--- src/rtl/booth_product_accum.sv ---
// booth_product_accum: sums blocks of BLOCK_LEN signed Booth products and
// hands each block sum downstream over a valid/accept handshake.
//
// Ports:
//   clk, rst_n          clock, asynchronous active-low reset
//   prod_in             signed product from the multiplier (2*OPERAND_BITS)
//   prod_ready          multiplier done level; rising edge = new product
//   clear               synchronous flush of all accumulation state
//   acc_out             signed block sum (ACC_BITS), stable while acc_valid
//   acc_valid           block result available
//   acc_accept          downstream takes result on acc_valid && acc_accept
//   count               products absorbed into the current block
//   overflow            sticky signed overflow within the current block
//   dropped             sticky: a product was lost (pending buffer full)
//
// Build option:
//   BOOTH_ACC_SAT_EN    when defined, overflowing adds clamp to the signed
//                       range instead of wrapping.
module booth_product_accum #(
    parameter int OPERAND_BITS = 4,
    parameter int ACC_BITS     = 16,
    parameter int BLOCK_LEN    = 4
) (
    input  logic                             clk,
    input  logic                             rst_n,
    input  logic [2*OPERAND_BITS-1:0]        prod_in,
    input  logic                             prod_ready,
    input  logic                             clear,
    output logic [ACC_BITS-1:0]              acc_out,
    output logic                             acc_valid,
    input  logic                             acc_accept,
    output logic [$clog2(BLOCK_LEN+1)-1:0]   count,
    output logic                             overflow,
    output logic                             dropped
);

    localparam int PW = 2 * OPERAND_BITS;
    localparam int CW = $clog2(BLOCK_LEN + 1);

    localparam logic [CW-1:0] CNT_FULL = CW'(BLOCK_LEN);
    localparam logic [CW-1:0] CNT_ONE  = CW'(1);

    typedef enum logic {
        ST_ACCUM = 1'b0,
        ST_HOLD  = 1'b1
    } state_e;

    state_e              state_q, state_d;
    logic [ACC_BITS-1:0] acc_q, acc_d;
    logic [CW-1:0]       cnt_q, cnt_d;
    logic                ovf_q, ovf_d;
    logic                drop_q, drop_d;
    logic                pend_v_q, pend_v_d;
    logic [PW-1:0]       pend_q, pend_d;
    logic                rdy_q;

    logic                cap;
    logic [ACC_BITS-1:0] add_b;
    logic [ACC_BITS-1:0] add_raw;
    logic                add_ovf;
    logic [ACC_BITS-1:0] add_res;
    logic [CW-1:0]       cnt_inc;

    function automatic logic [ACC_BITS-1:0] sext(input logic [PW-1:0] p);
        return ACC_BITS'($signed(p));
    endfunction

    // New product only on the rising edge of the done level.
    assign cap = prod_ready & ~rdy_q;

    // A waiting pending product always goes in ahead of a fresh capture,
    // so the adder operand is the pending entry whenever one exists.
    assign add_b   = pend_v_q ? sext(pend_q) : sext(prod_in);
    assign add_raw = acc_q + add_b;
    assign add_ovf = (acc_q[ACC_BITS-1] == add_b[ACC_BITS-1]) &&
                     (add_raw[ACC_BITS-1] != acc_q[ACC_BITS-1]);

`ifdef BOOTH_ACC_SAT_EN
    localparam logic [ACC_BITS-1:0] ACC_MAX = {1'b0, {(ACC_BITS-1){1'b1}}};
    localparam logic [ACC_BITS-1:0] ACC_MIN = {1'b1, {(ACC_BITS-1){1'b0}}};

    // Overflow direction follows the sign both operands share.
    always_comb begin
        add_res = add_raw;
        if (add_ovf) begin
            add_res = acc_q[ACC_BITS-1] ? ACC_MIN : ACC_MAX;
        end
    end
`else
    assign add_res = add_raw;
`endif

    assign cnt_inc = cnt_q + CNT_ONE;

    always_comb begin
        state_d  = state_q;
        acc_d    = acc_q;
        cnt_d    = cnt_q;
        ovf_d    = ovf_q;
        drop_d   = drop_q;
        pend_v_d = pend_v_q;
        pend_d   = pend_q;

        if (clear) begin
            state_d  = ST_ACCUM;
            acc_d    = '0;
            cnt_d    = '0;
            ovf_d    = 1'b0;
            drop_d   = 1'b0;
            pend_v_d = 1'b0;
        end else begin
            unique case (state_q)
                ST_ACCUM: begin
                    if (pend_v_q || cap) begin
                        acc_d = add_res;
                        ovf_d = ovf_q | add_ovf;
                        cnt_d = cnt_inc;
                        // Draining pending frees the slot for this cycle's cap.
                        if (pend_v_q) begin
                            pend_v_d = cap;
                            if (cap) begin
                                pend_d = prod_in;
                            end
                        end
                        if (cnt_inc == CNT_FULL) begin
                            state_d = ST_HOLD;
                        end
                    end
                end

                ST_HOLD: begin
                    if (acc_accept) begin
                        ovf_d = 1'b0;
                        if (pend_v_q) begin
                            acc_d = sext(pend_q);
                            cnt_d = CNT_ONE;
                            state_d = (CNT_ONE == CNT_FULL) ? ST_HOLD : ST_ACCUM;
                        end else begin
                            acc_d   = '0;
                            cnt_d   = '0;
                            state_d = ST_ACCUM;
                        end
                        pend_v_d = cap;
                        if (cap) begin
                            pend_d = prod_in;
                        end
                    end else if (cap) begin
                        if (pend_v_q) begin
                            drop_d = 1'b1;
                        end else begin
                            pend_v_d = 1'b1;
                            pend_d   = prod_in;
                        end
                    end
                end

                default: begin
                    state_d = ST_ACCUM;
                end
            endcase
        end
    end

    always_ff @(posedge clk or negedge rst_n) begin
        if (!rst_n) begin
            state_q  <= ST_ACCUM;
            acc_q    <= '0;
            cnt_q    <= '0;
            ovf_q    <= 1'b0;
            drop_q   <= 1'b0;
            pend_v_q <= 1'b0;
            pend_q   <= '0;
            rdy_q    <= 1'b0;
        end else begin
            state_q  <= state_d;
            acc_q    <= acc_d;
            cnt_q    <= cnt_d;
            ovf_q    <= ovf_d;
            drop_q   <= drop_d;
            pend_v_q <= pend_v_d;
            pend_q   <= pend_d;
            // Tracks the level even during clear so a held level is ignored.
            rdy_q    <= prod_ready;
        end
    end

    assign acc_out   = acc_q;
    assign acc_valid = (state_q == ST_HOLD);
    assign count     = cnt_q;
    assign overflow  = ovf_q;
    assign dropped   = drop_q;

endmodule

--- config.mk ---
export PLATFORM = sky130hd
export DESIGN_NAME = booth_product_accum
export DESIGN_NICKNAME = d
export VERILOG_FILES = /design/src/rtl/booth_product_accum.sv
export SDC_FILE = /design/constraint.sdc
export NUM_CORES = 1
export LEC_CHECK = 0
export CORE_ASPECT_RATIO = 0.9
export CORE_MARGIN = 4
export CORE_UTILIZATION = 49
export CTS_CLUSTER_SIZE = 40
export DETAILED_ROUTE_END_ITERATION = 16
export PLACE_DENSITY_LB_ADDON = 0.2
export RECOVER_POWER = 50
export SKIP_CTS_REPAIR_TIMING = 1
export SLEW_MARGIN = 5
export SYNTH_ARGS = -nofsm -noshare
export SYNTH_HDL_FRONTEND = slang
export SYNTH_SLANG_ARGS = --single-unit
--- constraint.sdc ---
create_clock -name clk -period 3.2 [get_ports clk]
set_clock_uncertainty 0.05 [all_clocks]
set_input_delay 0.48 -clock clk [delete_from_list [all_inputs] [get_ports clk]]
set_output_delay 0.48 -clock clk [all_outputs]
set_load 0.03 [all_outputs]
==> results_dict.tcl, run 1 <==
set metrics [dict create \
    syn_area_um2 2340 \
    antenna_cells 0 \
    finalWirelength_um 5360 \
    cts_buffer_depth 2 \
    yosysWarnings 0 \
    ios 35 \
    root_buffer "clkbuf_8" \
    hold_class "reg2reg" \
    cts_tree "yes" \
    p_sw_uw 352 \
    status "finished with violations" \
    path_clk_slew_ns 0.07 \
    powerDensity_nw_per_um2 396 \
    ir_worst_vdd_mv 0.221 \
    setup_viol 0 \
    critPathBufInv 1 \
    fmaxAchievable_mhz 345 \
    cts.sinks 32 \
    p_leak_uw 0.00127 \
    crit_family "compound AO/OA/AOI/OAI gates" \
    relSlewSlack_pct -16.2 \
    pwr-share-seq_pct 38.4 \
    mostFrequentLayoutCells "31 x dfrtp_1, 25 x clkdlybuf4s50_1, 23 x nand2_1, 23 x a21oi_1" \
    cp_slowest_stage_delay_ns 0.49 \
    rsz0062_at_grt "no" \
    num_vias 2014 \
    drc 0 \
    core_area_um2 4550 \
    synthCells 246 \
    mostFrequentLayoutCell "dfrtp_1" \
    endpoint_kind "flip-flop" \
    worstMarginPinSlew_ns 1.74 \
    final_hold_viol_count 0 \
    track_usage_pct 20.1 \
    cts_max_level 2 \
    hpwl_um 4010 \
    nNetsFinal 320 \
    internal-power_uw 790 \
    reg2reg_depth 9 \
    die_h_um 73.6 \
    arrival_ns 3.01 \
    via_per_inst 5.72 \
    finalCritPeriodShare_pct 90.5 \
    slowest_stage "dfrtp_2" \
    grt_pass1_wl_um 9310 \
    grt_pass1_vias 2043 \
    synthFlopType "dfrtp_1" \
    finalCriticalPeriod_ns 2.89 \
    grt_antenna_before_repair 0 \
    path_max_fanout 9 \
    insertion_delay_ns 0.30 \
    wire_per_inst_um 15.2 \
    synth_cell_types 53 \
    post-route-util_pct 63.5 \
    syn_to_final_growth_pct 23.4 \
    hold_path_depth 1 \
    slew_violations 33 \
    cp.depth 9 \
    io_buffers 34 \
    dr.pass1.iters 4 \
    power.share.clock_pct 34.4 \
    avgSynthCellArea_um2 9.51 \
    crit_type "reg2reg" \
    rows 23 \
    hp-start "dropped" \
    worstPathCellList "buf_4 -> mux2_2 -> ha_1 -> o21ai_0 -> o211ai_1 -> nand2_1 -> or2_1 -> a2111oi_0 -> nor3b_1" \
    syn-num-nets 277 \
    r2r-start "pend_v_q" \
    fin_tns_setup_ns 0 \
    synth_seq_cells 32 \
    cp-start-kind "flip-flop" \
    die_x_um 80.8 \
    cts_buffers 5 \
    synth-edff-count 0 \
    ant_nets 0 \
    dieArea_um2 5950 \
    drive_gt1_share_pct 16.9 \
    yosysSeqAreaShare_pct 34.2 \
    drv_cap 1 \
    setup.worst_path.start "pend_v_q" \
    violations "capacitance limit, slew limit" \
    required_ns 3.31 \
    p_comb_share_pct 27.2 \
    grt_max_degree 33 \
    grt_overflow_total 0 \
    drtIter0Drc 101 \
    initial_core_util_pct 51.5 \
    sw_frac_of_total_pct 30.8 \
    gp_congestion 0.884 \
    synthArstFlopShare_pct 100 \
]
==> power groups by stage <==
stage	Sequential (uW)	Clock (uW)	Combinational, uW
after global routing	441	423	343
final	439	393	311
after detailed placement	446	0	314
after global placement	446	0	309
after CTS	439	408	316
after floorplan	476	0	181
==> cells by family (layout without fill, tap and decap cells) <==
| kind of cell | Yosys count | count (layout) | share of synthesized area [%] |
|---|---|---|---|
| AO/OA/AOI/OAI | 77 | 77 | 23.7 |
| multiplexers | 17 | 17 | 8.07 |
| adder cells (fa/ha/maj) | 18 | 18 | 9.95 |
| buffers and inverters | 14 | 58 | 3.58 |
| flip-flops | 32 | 32 | 34.2 |
| AND/OR/NAND/NOR | 79 | 79 | 17.1 |
| XOR/XNOR | 9 | 9 | 3.37 |
==> state kept, by name, indices dropped and copies added (netlist names) <==
signal and cells:
acc_out 16, count 3, pend_q 8, pend_v_q 1, overflow 1, rdy_q 1, acc_valid 1, dropped 1
==> area by class of cell <==
cell class	instances	area (um^2)
well taps	62	77.6
clock buffers	5	68.8
multi-input cells	200	1460
flip-flops and latches	32	802
fillers	431	1660
inverters	4	15.0
repair buffers	46	427
clock inverters	3	42.5
==> cell usage after synthesis, types with 2 or more instances <==
master | number | area (um^2)
nand2b_1 | 4 | 25.0
nand4_1 | 2 | 12.5
nand2_1 | 23 | 86.3
xor2_1 | 4 | 35.0
o21a_1 | 2 | 15.0
nor3_1 | 9 | 45.0
a21oi_1 | 23 | 115
clkbuf_1 | 5 | 18.8
nor2b_1 | 7 | 43.8
a211oi_1 | 7 | 52.6
a21o_1 | 4 | 30.0
clkbuf_8 | 3 | 41.3
dfrtp_1 | 32 | 801
mux2i_1 | 2 | 20.0
inv_1 | 4 | 15.0
xnor2_1 | 5 | 43.8
and3_2 | 2 | 15.0
nor2_1 | 17 | 63.8
nand3b_1 | 3 | 22.5
o211ai_1 | 3 | 22.5
a21o_2 | 2 | 17.5
mux2_2 | 15 | 169
a311oi_1 | 7 | 61.3
ha_1 | 17 | 213
o21ai_0 | 15 | 75.1
nand3_1 | 2 | 10.0
==> per-layer routing <==
metal	global-route usage [%]	share of wire, %	up-vias
met4	6.00	1.5	0
met2	35.0	47	41
met5	0	0	-
met3	4.53	3.7	9
li1	-	-	1001
met1	24.8	47	963
==> through the flow <==
stage / power (uW) / worst slack [ns] / area [um^2] / cells / hold WS [ns]
global placement: 755 / 0.111 / 2780 / 344 / 0.435
floorplan: 658 / 0.0557 / 2340 / 246 / 0.134
finish: 1140 / 0.305 / 2890 / 352 / 0.458
global route: 1210 / 0.0912 / 2890 / 352 / 0.481
CTS: 1160 / 0.238 / 2890 / 352 / 0.467
detailed placement: 761 / 0.0623 / 2780 / 344 / 0.450
==> path summary, 6_finish.rpt <==
check / endpoint / slack [ns]
setup / recovery: acc_out[14] / 0.31
hold / removal: dropped / 0.46
setup reg to reg: acc_out[14] / 0.31
hold reg to reg: dropped / 0.46
max in group asynchronous: pend_v_q / 0.84
min in group asynchronous: acc_out[10] / 1.13
==> worst reg2reg max path, cell delays in order, from the launching register on <==
cell and delay, ns:
dfrtp_2 0.49, buf_4 0.20, mux2_2 0.34, ha_1 0.33
o21ai_0 0.14, o211ai_1 0.30, nand2_1 0.12, or2_1 0.26
a2111oi_0 0.42, nor3b_1 0.10
Power figures use the tool's default switching activity.
==> run 2, diff against run 1 <==
--- a/config.mk
+++ b/config.mk
@@ -10,6 +10,7 @@
 export CORE_UTILIZATION = 49
 export CTS_CLUSTER_SIZE = 40
 export DETAILED_ROUTE_END_ITERATION = 16
+export MAX_ROUTING_LAYER = met4
 export PLACE_DENSITY_LB_ADDON = 0.2
 export RECOVER_POWER = 50
 export SKIP_CTS_REPAIR_TIMING = 1
==> run 2 against run 1 <==
Against the previous run: the run still ends with capacitance limit, slew limit left; clock power barely moved; highest routed layer unchanged; critical endpoint unchanged; fmax rose by 0.48%; count of clock-buffer cells in the layout did not move.
==> results_dict.tcl, run 2 (synthesized netlist as in run 1, its figures left out) <==
set metrics [dict create \
    status "finished with violations" \
    violations "capacitance limit, slew limit" \
    insertion_delay_ns 0.30 \
    slowest_stage "dfrtp_2" \
    syn_to_final_growth_pct 23.4 \
    cts_buffer_depth 2 \
    setup_viol 0 \
    seqCellArea_um2 802 \
    ir_worst_vdd_mv 0.220 \
    cts_tree "yes" \
    setup_ws_ns 0.319 \
    post-route-util_pct 63.5 \
    largest_reg_flops 16 \
    worstPathCellList "buf_4 -> mux2_2 -> ha_1 -> o21ai_0 -> o211ai_1 -> nand2_1 -> or2_1 -> a2111oi_0 -> nor3b_1" \
    antenna_cells 0 \
    initial_core_util_pct 51.5 \
    nNetsFinal 320 \
    drtIter0Drc 97 \
    cp-start-kind "flip-flop" \
    root_buffer "clkbuf_8" \
    finalCritPeriodShare_pct 90.0 \
    p_total_uw 1140 \
    cts_max_level 2 \
    grt_pass1_vias 2038 \
    path_max_fanout 9 \
    drc 0 \
    slew_violations 33 \
    mostFrequentLayoutCell "dfrtp_1" \
    p_sw_uw 352 \
    critPathBufInv 1 \
    ios 35 \
    drive_gt1_share_pct 16.9 \
    via_per_inst 5.70 \
    multiInputGateArea_um2 1460 \
    ant_nets 0 \
    wire_per_inst_um 15.2 \
    path_clk_slew_ns 0.07 \
    post-place-ws_ns 0.0623 \
    required_ns 3.31 \
    hold_class "reg2reg" \
    crit_family "compound AO/OA/AOI/OAI gates" \
    powerDensity_nw_per_um2 395 \
    crit_type "reg2reg" \
    grt_pass1_wl_um 9330 \
    internal-power_uw 790 \
    mostFrequentLayoutCells "31 x dfrtp_1, 25 x clkdlybuf4s50_1, 23 x nand2_1, 23 x a21oi_1" \
    p_leak_uw 0.00127 \
    p_comb_share_pct 27.2 \
    rows 23 \
    hpwl_um 4010 \
    die_x_um 80.8 \
    sw_frac_of_total_pct 30.8 \
    finalCriticalPeriod_ns 2.88 \
    final_hold_viol_count 0 \
    grt_overflow_total 0 \
    dr.pass1.iters 4 \
    worstMarginPinSlew_ns 1.73 \
    cts_buffers 5 \
    fillers 431 \
    rsz0062_at_grt "no" \
    hold_ws_ns 0.458 \
    grt_antenna_before_repair 0 \
    io_buffers 34 \
    gp_congestion 0.899 \
    relSlewSlack_pct -15.6 \
    drv_cap 1 \
    die_h_um 73.6 \
    finalWirelength_um 5340 \
    grt_max_degree 33 \
    core_area_um2 4550 \
    num_vias 2008 \
    arrival_ns 2.99 \
    cts.sinks 32 \
    endpoint_kind "flip-flop" \
    track_usage_pct 20.7 \
    cp_slowest_stage_delay_ns 0.49 \
    fmaxAchievable_mhz 347 \
    pwr-share-seq_pct 38.4 \
    dieArea_um2 5950 \
    fin_tns_setup_ns 0 \
    power.share.clock_pct 34.4 \
]
[run 2: cell counts in the layout (fill, tap and decap cells not counted)]
Identical to the previous run, type by type.
[run 2: path summary, 6_finish.rpt]
kind	cells after the start	end	slack, ns	startpoint
setup / recovery	9	acc_out[14]	0.32	pend_v_q
hold / removal	1	dropped	0.46	dropped
setup reg to reg	9	acc_out[14]	0.32	pend_v_q
hold reg to reg	1	dropped	0.46	dropped
max in group asynchronous	2	pend_v_q	0.85	rst_n
min in group asynchronous	2	acc_out[8]	1.12	rst_n
[run 2: power by group through the flow]
stage	Clock (uW)	Sequential [uW]	Combinational, uW
3_3_place_gp	0	446	309
5_1_grt	425	441	343
3_5_place_dp	0	446	314
2_1_floorplan	0	476	181
6_report	392	439	311
4_1_cts	408	439	316
[run 2: final cells by class]
class	count	area share (%)
Clock buffer	5	2.38
Clock inverter	3	1.47
Inverter	4	0.520
Multi-Input combinational cell	200	50.4
Sequential cell	32	27.8
Tap cell	62	2.69
Timing Repair Buffer	46	14.8
[run 2: through the flow]
stage | cell area [um^2] | instances
floorplan | 2340 | 246
global placement | 2780 | 344
detailed placement | 2780 | 344
CTS | 2890 | 352
global route | 2890 | 352
finish | 2890 | 352
[run 2: metal layers]
| layer | up-vias | global-route usage [%] | share of wire (%) |
|---|---|---|---|
| met3 | 10 | 4.53 | 3.7 |
| li1 | 1003 | - | - |
| met2 | 41 | 34.9 | 48 |
| met5 | - | - | 0 |
| met1 | 954 | 24.9 | 47 |
| met4 | 0 | 6.00 | 1.4 |
==> run 3, diff against run 2 <==
--- a/config.mk
+++ b/config.mk
@@ -5,6 +5,7 @@
 export SDC_FILE = /design/constraint.sdc
 export NUM_CORES = 1
 export LEC_CHECK = 0
+export CAP_MARGIN = 25
 export CORE_ASPECT_RATIO = 0.9
 export CORE_MARGIN = 4
 export CORE_UTILIZATION = 49
==> results of run 3 <==
Final layout, timing and power as in run 2 (identical DEF).
==> patch, RTL diff (settings of run 1) <==
Build with the macro `BOOTH_ACC_SAT_EN` defined.
--- a/src/rtl/booth_product_accum.sv
+++ b/src/rtl/booth_product_accum.sv
@@ -18,2 +18,4 @@
 //                       range instead of wrapping.
+`define BOOTH_ACC_SAT_EN
+
 module booth_product_accum #(
Formal check against the unedited RTL: same outputs for any inputs over 10 cycles, from zero or initial values and one cycle with rst_n low; that may be too few to reach the edited logic, so the function may still have changed.
==> patch against run 1 <==
The run still ends with capacitance limit, slew limit left. Synthesized area fell by 0.96%. Setup slack worse by 0.061 ns. Critical path depth up 3. Via count rose by 8.0%. Fmax fell by 2.0%. Final cell count increased by 8.2%. Synthesized cell count up 5.3%. Design area is 3.3% higher. Sequential cell count is the same. Routed wire length increased by 9.5%.
Power is not compared: it rests on default switching activity, and its combinational part moved more than twofold at a synthesized area within 25%.
==> patch: results (changes against run 1) <==
layout:
  n_fill_cell: 402  # was 431
  largest_reg_flops: 16  # unchanged
  drive_gt1_share_pct: 19.4  # was 16.9%
  layout.cells.non_filler: 381  # was 352
  nNetsFinal: 350  # was 320
detailed_routing:
  dr.first_iter.drc_count: 104  # was 101
  wl_per_cell_um: 15.4  # was 15.2 um
  viasPerCell: 5.71  # was 5.72
status:
  status: "complete, but fails checks"  # unchanged
  violations: "capacitance limit, slew limit"  # unchanged
worst_setup_path:
  rr_endpoint: "acc_out[10]"  # was acc_out[14]
  cp-startpoint: "prod_in[7]"  # was pend_v_q
  cp_slowest_cell: "clkdlybuf4s50_1"  # was dfrtp_2
  cp.arrival_ns: 3.08  # was 3.01 ns
  path_max_fanout: 13  # was 9
  r2r_slack_ns: 0.27  # was 0.31 ns
  critical_path_class: "in2reg"  # was reg2reg
  endpoint: "acc_out[12]"  # was acc_out[14]
  ff2ff_path_depth: 10  # was 9
synth:
  synth-xor-area-share_pct: 3.40  # was 3.37%
  muxShareOfSynthArea_pct: 7.94  # was 8.07%
  synth_fp_nets: 290  # was 277
  synthCells: 259  # was 246
  synth-compound-area-share_pct: 25.0  # was 23.7%
  seq_area_frac_synth_pct: 34.6  # was 34.2%
  synth.area.top_cells: "dfrtp_1 35%, ha_1 9.2%, mux2_2 7.3%"  # was dfrtp_1 34%, ha_1 9.1%, mux2_2 7.2%
  synth_common_cells: "33 x a21oi_1, 32 x dfrtp_1, 27 x nor2_1"  # was 32 x dfrtp_1, 23 x a21oi_1, 23 x nand2_1
  synth-adder-area-share_pct: 10.0  # was 9.95%
timing:
  slew_headroom_pct: -19.0  # was -16.2%
  worst_hold_slack_ns: 0.451  # was 0.458 ns
  slew_violations: 33  # unchanged
global_routing:
  grtUsageMet1_pct: 29.1  # was 24.8%
  grt_use_met2_pct: 32.5  # was 35.0%
  track_usage_pct: 21.5  # was 20.1%
  grtUsageMet3_pct: 4.57  # was 4.53%
power:
  netSwitchingPower_uw: 1080
placed_design:
  dp.cells: 374  # was 344
  dpl-instance-area_um2: 2910  # was 2780 um2
  gp_congestion: 0.980  # was 0.884
  hpwl_um: 4300  # was 4010 um
run:
  drv_cap: 1  # unchanged
patch: critical path: cells and delay by family:
family,cells,cell delay [ns]
mux,1,0.41
fa+ha+maj,1,0.30
buf+inv,3,0.73
compound gates,7,1.15
patch: power groups by stage:
stage	Sequential (uW)	Clock (uW)	Combinational (uW)
after floorplan	771	0	824
after global placement	610	0	1530
after detailed placement	611	0	1540
after CTS	603	311	1550
after global routing	618	330	1680
final	601	307	1540
patch: stage by stage:
stage | total power [uW] | worst slack [ns]
after global placement | 2140 | -0.0308
after floorplan | 1600 | 0.0562
after detailed placement | 2150 | -0.0577
final | 2450 | 0.245
after CTS | 2460 | 0.142
after global routing | 2630 | 0.0903
patch: cells by family after synthesis:
| group | after synthesis |
|---|---|
| AO/OA/AOI/OAI | 90 |
| AND/OR/NAND/NOR | 79 |
| flip-flops | 32 |
| adder cells (fa/ha/maj) | 18 |
| multiplexers | 16 |
| buffers and inverters | 15 |
| XOR/XNOR | 9 |
patch: routing by layer:
| layer | routed length [um] | vias up |
|---|---|---|
| met4 | 150 | 0 |
| met3 | 330 | 16 |
| met1 | 2820 | 1021 |
| li1 | - | 1074 |
| met2 | 2570 | 64 |
| met5 | 0 | - |
patch: area by class of cell:
| type | count | share of cell area, % |
|---|---|---|
| Tap cell | 62 | 2.60 |
| Clock buffer | 6 | 2.43 |
| Timing Repair Buffer | 64 | 18.8 |
| Sequential cell | 32 | 26.9 |
| Clock inverter | 1 | 0.168 |
| Inverter | 4 | 0.503 |
| Multi-Input combinational cell | 212 | 48.6 |
patch: how the worst min path moves through the flow:
stage,start,endpoint,depth (start not counted)
6_report,count[2],count[2],2
5_1_grt,count[2],count[2],2
4_1_cts,count[2],count[2],2
3_5_place_dp,count[2],count[2],2
3_3_place_gp,count[2],count[2],2
2_1_floorplan,rst_n,acc_out[0],0
